==> src/rtl/div_hilo_unit.sv <==
// rtl/div_hilo_unit.sv - signed restoring divider feeding HI (remainder) and LO (quotient)
module div_hilo_unit #(
  parameter int WIDTH = 32
) (
  input  logic             clk,
  input  logic             reset,
  input  logic             start,
  input  logic [WIDTH-1:0] dividend,
  input  logic [WIDTH-1:0] divisor,
  output logic             busy,
  output logic             done,
  output logic             divZero,
  output logic [WIDTH-1:0] hi,
  output logic [WIDTH-1:0] lo
);

  localparam int CW = $clog2(WIDTH);

  localparam logic [1:0] S_IDLE = 2'd0;
  localparam logic [1:0] S_CALC = 2'd1;
  localparam logic [1:0] S_FIX  = 2'd2;
  localparam logic [1:0] S_ZERO = 2'd3;

  logic [1:0]       state_q, state_d;
  logic [WIDTH-1:0] rem_q, rem_d;
  logic [WIDTH-1:0] quo_q, quo_d;
  logic [WIDTH-1:0] dvs_q, dvs_d;
  logic [CW-1:0]    cnt_q, cnt_d;
  logic             negq_q, negq_d;
  logic             negr_q, negr_d;
  logic             done_q, done_d;
  logic             divz_q, divz_d;
  logic [WIDTH-1:0] hi_q, hi_d;
  logic [WIDTH-1:0] lo_q, lo_d;

  // Shifted remainder kept at WIDTH+1 bits so a 0x80000000 divisor magnitude still compares correctly
  logic [WIDTH:0]   rem_sh;
  logic [WIDTH:0]   trial;

  assign rem_sh = {rem_q, quo_q[WIDTH-1]};
  assign trial  = rem_sh - {1'b0, dvs_q};

  always_comb begin
    state_d = state_q;
    rem_d   = rem_q;
    quo_d   = quo_q;
    dvs_d   = dvs_q;
    cnt_d   = cnt_q;
    negq_d  = negq_q;
    negr_d  = negr_q;
    done_d  = 1'b0;
    divz_d  = 1'b0;
    hi_d    = hi_q;
    lo_d    = lo_q;
    case (state_q)
      S_IDLE: begin
        if (start) begin
          if (divisor != '0) begin
            quo_d   = dividend[WIDTH-1] ? -dividend : dividend;
            dvs_d   = divisor[WIDTH-1] ? -divisor : divisor;
            rem_d   = '0;
            cnt_d   = '0;
            negq_d  = dividend[WIDTH-1] ^ divisor[WIDTH-1];
            negr_d  = dividend[WIDTH-1];
            state_d = S_CALC;
          end else begin
            state_d = S_ZERO;
          end
        end
      end
      S_CALC: begin
        if (!trial[WIDTH]) begin
          rem_d = trial[WIDTH-1:0];
          quo_d = {quo_q[WIDTH-2:0], 1'b1};
        end else begin
          rem_d = rem_sh[WIDTH-1:0];
          quo_d = {quo_q[WIDTH-2:0], 1'b0};
        end
        cnt_d = cnt_q + 1'b1;
        if (cnt_q == CW'(WIDTH - 1)) begin
          state_d = S_FIX;
        end
      end
      S_FIX: begin
        lo_d    = negq_q ? -quo_q : quo_q;
        hi_d    = negr_q ? -rem_q : rem_q;
        done_d  = 1'b1;
        state_d = S_IDLE;
      end
      default: begin
        divz_d  = 1'b1;
        state_d = S_IDLE;
      end
    endcase
  end

  always_ff @(posedge clk) begin
    if (reset) begin
      state_q <= S_IDLE;
      rem_q   <= '0;
      quo_q   <= '0;
      dvs_q   <= '0;
      cnt_q   <= '0;
      negq_q  <= 1'b0;
      negr_q  <= 1'b0;
      done_q  <= 1'b0;
      divz_q  <= 1'b0;
      hi_q    <= '0;
      lo_q    <= '0;
    end else begin
      state_q <= state_d;
      rem_q   <= rem_d;
      quo_q   <= quo_d;
      dvs_q   <= dvs_d;
      cnt_q   <= cnt_d;
      negq_q  <= negq_d;
      negr_q  <= negr_d;
      done_q  <= done_d;
      divz_q  <= divz_d;
      hi_q    <= hi_d;
      lo_q    <= lo_d;
    end
  end

  assign busy    = (state_q == S_CALC) || (state_q == S_FIX);
  assign done    = done_q;
  assign divZero = divz_q;
  assign hi      = hi_q;
  assign lo      = lo_q;

endmodule

==> config.mk <==
export PLATFORM = sky130hd
export DESIGN_NAME = div_hilo_unit
export DESIGN_NICKNAME = d
export VERILOG_FILES = /design/src/rtl/div_hilo_unit.sv
export SDC_FILE = /design/constraint.sdc
export NUM_CORES = 1
export LEC_CHECK = 0
export ABC_AREA = 1
export ABC_CLOCK_PERIOD_IN_PS = 6750
export CORE_UTILIZATION = 48
export CTS_CLUSTER_SIZE = 20
export DETAILED_ROUTE_END_ITERATION = 7
export PLACE_DENSITY = 0.76
export SLEW_MARGIN = 0
export SYNTH_ARGS = -nofsm -noshare
export SYNTH_HDL_FRONTEND = slang
export SYNTH_SLANG_ARGS = --single-unit
==> constraint.sdc <==
create_clock -name clk -period 6.75 [get_ports clk]
set_input_delay 1.35 -clock clk [delete_from_list [all_inputs] [get_ports clk]]
set_output_delay 1.35 -clock clk [all_outputs]
set_load 0.1 [all_outputs]
After elaboration in Yosys (flattened, before gate mapping):

Cells that the tools add are included.
Widths: inputs -> output; s select.

* add/sub/neg operators: 6
* equality and inequality tests: 6
* mux-type cells: 21
* bitwise logic cells: 1
* reductions and logical operators: 8

Operators by type and width (count)
* $mux 32: 9
* $neg 32->32: 4
* $pmux 32 s2: 2
* $sub 33x32->33: 1
* $reduce_bool 32->1: 1
* $mux 5: 2
* $pmux 5 s2: 1
* $mux 2: 3
* $ne 2x2->1 const B: 3
* $reduce_and 3->1: 2
* $add 5x1->5 const B: 1
* $eq 5x5->1 const B: 1
* $pmux 2 s2: 1
* $mux 1: 3
* $reduce_or 3->1: 1
* $eq 2x1->1 const B: 1
* $eq 2x2->1 const B: 1
* $logic_not 2->1: 1
* $reduce_and 2->1: 1
* $reduce_bool 2->1: 1
* $logic_or 1x1->1: 1
* $xor 1x1->1: 1

* flip-flop bits (word level): 171
* bits of input ports: 67
* output and inout bits: 67

Longest topological paths before layout:

* depth after elaboration: 5
* gate-level depth with buffers: 18

Least setup slack after synthesis:

OpenSTA, ideal clock, no wires.

* path type: input to register
* start point: input divisor[0]
* end point: register cnt_q[0]
* library setup time: 116 ps
* arrival: 2712 ps
* data required time: 6634 ps
* setup slack: 3921 ps
* stages: 11
* path through: inv_1 ha_1 nand4_1 nor2_2 nand2_1 nor2_2 nand2_2 nand2_4 nor2_4 buf_2 o211a_1

* cells in the longest elaborated chain, start to end: 3

Ends and longest elaborated chain
* start, declared: line 9 `input logic [WIDTH-1:0] divisor,`
* $reduce_bool 32->1: line 58 `if (divisor != '0) begin`
* $ne 2x2->1 (no source line)
* $reduce_and 3->1 (no source line)
* end signal, assigned: line 115 `cnt_q <= cnt_d;`
* end, declared: line 28 `logic [CW-1:0] cnt_q, cnt_d;`

No other way between the ends.
A chain may end at the register's enable or synchronous reset.

Final worst setup path:

* start point: input divisor[31]
* end point: register rem_q[22]

* cells in the longest elaborated chain, start to end: 3

Ends and longest elaborated chain
* $reduce_bool 32->1: line 58
* $ne 2x2->1 (no source line)
* $reduce_and 3->1 (no source line)
* end signal, assigned: line 112 `rem_q <= rem_d;`
* end, declared: line 25 `logic [WIDTH-1:0] rem_q, rem_d;`

No other way between the ends.

==> flow_summary.yaml <==
worst_setup_path:
  r2r_setup_slack_ps: 3740
  required_ps: 7080
  critPathMaxFanout: 79
  arrival_ps: 4350
  crit_path_start_kind: "input pin"
  r2r_end: "rem_q[22]"
  worstReg2RegStart: "state_q[1]"
  worstSetupEndpointType: "register"
  crit_type: "in -> reg"
  reg2reg_depth: 9
synth:
  synth_top_area_cell: "dfxtp_1"
  synth.area.top_cells: "dfxtp_1 27%, nand2_1 15%, inv_1 8.9%, a21oi_1 7.5%, nand3_1 6.2%"
  ys_ff_latch: 171
  synthesis.nets: 2204
  synth_commonest_cells: "524 x nand2_1, 304 x inv_1, 211 x nor2_1"
  synth.yosys.seq_area_share: 0.268
  yosys.area.top_type_share: 0.268
  syn_inst: 2094
  ys_warn_count: 0
  ys_async_sr_fraction: 0
  yosysUniqueCellTypes: 53
  dominantRegCellSynth: "dfxtp_1"
  yosysMostFrequentCell: "nand2_1"
  synth-edff-count: 0
  avgSynthCellArea_um2: 6.09
  netlist_area_mm2: 0.0128
cts:
  cts_resized: 0
  htree_levels: 4
  clkLatencyLatePin_ps: 430
  cts_root_buffer: "clkbuf_16"
  cts.path.max_buffers: 2
  ctsHoldBuffers: 0
  clkSinkCount: 171
  numCtsBuffers: 17
  cts_tree: "built"
  postCtsSetupRepairBufs: 0
  path_clk_slew_ps: 70
sta:
  holdWs_ps: 477
  worst_pin_slew_ps: 1060
  hold_viol_final: 0
  drv_slew: 0
  skew_ps: 14.4
  period_share: 0.595
  relSlewSlack: 0.294
  fin_setup_tns_ps: 0
  rsz0062_at_grt: "false"
  setup_ws_ps: 2730
  min_period_ps: 4020
  fmax_ghz: 0.249
  setup_viol: 0
power_and_ir_drop:
  finalPower_mw: 6.39
  p_leak_nw: 7.02
  vdd_drop_max_mv: 0.447
  power_density_mw_per_mm2: 432
worst_hold_path:
  hp-class: "reg -> reg"
  hold_path.startpoint: "cnt_q[4]"
  hold_end: "cnt_q[4]"
  holdPathStages: 2
drt:
  drtIter0Drc: 1314
  wl_per_cell_um: 15.5
  vias: 13600
  via_per_inst: 5.39
  drc: 0
  wl_um: 39100
  antenna_left: 0
  dr.pass1.iters: 6
global_routing:
  grt_pass1_vias: 12100
  grt_usage: 0.287
  grt_max_degree: 101
  grt.overflow.total: 0
  antenna_found_initial: 0
  grt_pass1_wl_um: 61800
place:
  place_inst: 2487
  dp_slack_ps: 2360
  dpl-instance-area_mm2: 0.0141
  dp_hpwl_um: 30300
  gp_congestion: 0.964
  port_buffers: 133
layout:
  fin_nets: 2281
  multi_input_comb_area_mm2: 0.00774
  antenna_cells: 0
  seq_area_mm2: 0.00342
  fillerInstances: 2546
  drive_above_1_share: 0.0389
  syn_to_final_growth_pct: 15.8
  post-route-util: 0.567
  layoutNonFillerInstCount: 2519
  final_cell_area_mm2: 0.0148
die:
  die_x_um: 165
  floorplan.rows: 59
  dieArea_mm2: 0.0272
  die_h_um: 165
  boundaryPins: 134
  core-area_mm2: 0.0261
  start_util: 0.490
status:
  status: "completed"
flow_run:
  maxCapViolCount: 0
registers in the layout, summed over array words and instances, names as in the netlist:
name	count
hi	32
state_q	2
negq_q	1
rem_q	32
quo_q	32
lo	32
divZero	1
dvs_q	32
negr_q	1
done	1
cnt_q	5
critical path, cell delays in order:
cell and delay [ps]:
clkdlybuf4s50_1 920, nor3_1 140, nand3_1 130, nor2_2 60, nand2_2 90, nand2_4 440
nor2_4 850, nand3_1 160, a21oi_1 190
per-layer routing:
layer,wire (um),track usage,up-vias
met5,0,0,-
met4,1070,0.0984,0
met3,2800,0.0470,63
met2,17300,0.443,500
met1,17900,0.403,6171
li1,-,-,6842
final cells by class:
cell class / count / area share
flip-flops and latches: 171 / 0.232
inverters: 313 / 0.0795
clock buffers: 19 / 0.0306
well taps: 335 / 0.0284
clock inverters: 13 / 0.0128
repair buffers: 140 / 0.0933
multi-input cells: 1528 / 0.524
cell usage in the layout (no fill, tap or decap), types with 7 or more instances in the layout:
master,instances
dfxtp_1,171
nand4_1,23
xnor2_1,29
inv_2,7
xor2_1,64
nand2_1,524
ha_1,41
nand3b_1,9
a21oi_2,7
o21ai_0,156
clkdlybuf4s50_1,132
nand2_4,8
a21oi_1,192
inv_1,303
clkbuf_16,17
o211ai_1,13
buf_4,7
nor3_1,26
nor2_1,211
nand3_1,159
power by group:
part	leakage, nW	switching, mW	internal, mW	total (mW)
logic	5.31	2.81	0.966	3.78
clock network	0.315	0.475	0.590	1.07
registers	1.40	0.234	1.31	1.54
total	7.02	3.52	2.87	6.39
worst max-delay path by stage:
stage | cells past startpoint | start | endpoint
final | 9 | divisor[31] | rem_q[22]
after detailed placement | 9 | divisor[31] | rem_q[3]
after floorplan | 11 | divisor[0] | cnt_q[0]
after CTS | 9 | divisor[31] | rem_q[3]
after global placement | 9 | divisor[31] | rem_q[13]
after global routing | 9 | divisor[31] | rem_q[15]
cell families after synthesis:
family,count (synthesis),synth area share
AO/OA/AOI/OAI,398,0.167
XOR/XNOR,93,0.0638
buffers and inverters,395,0.126
AND/OR/NAND/NOR,994,0.332
flip-flops,171,0.268
adder cells (fa/ha/maj),43,0.0427
Power figures use the tool's default switching activity.
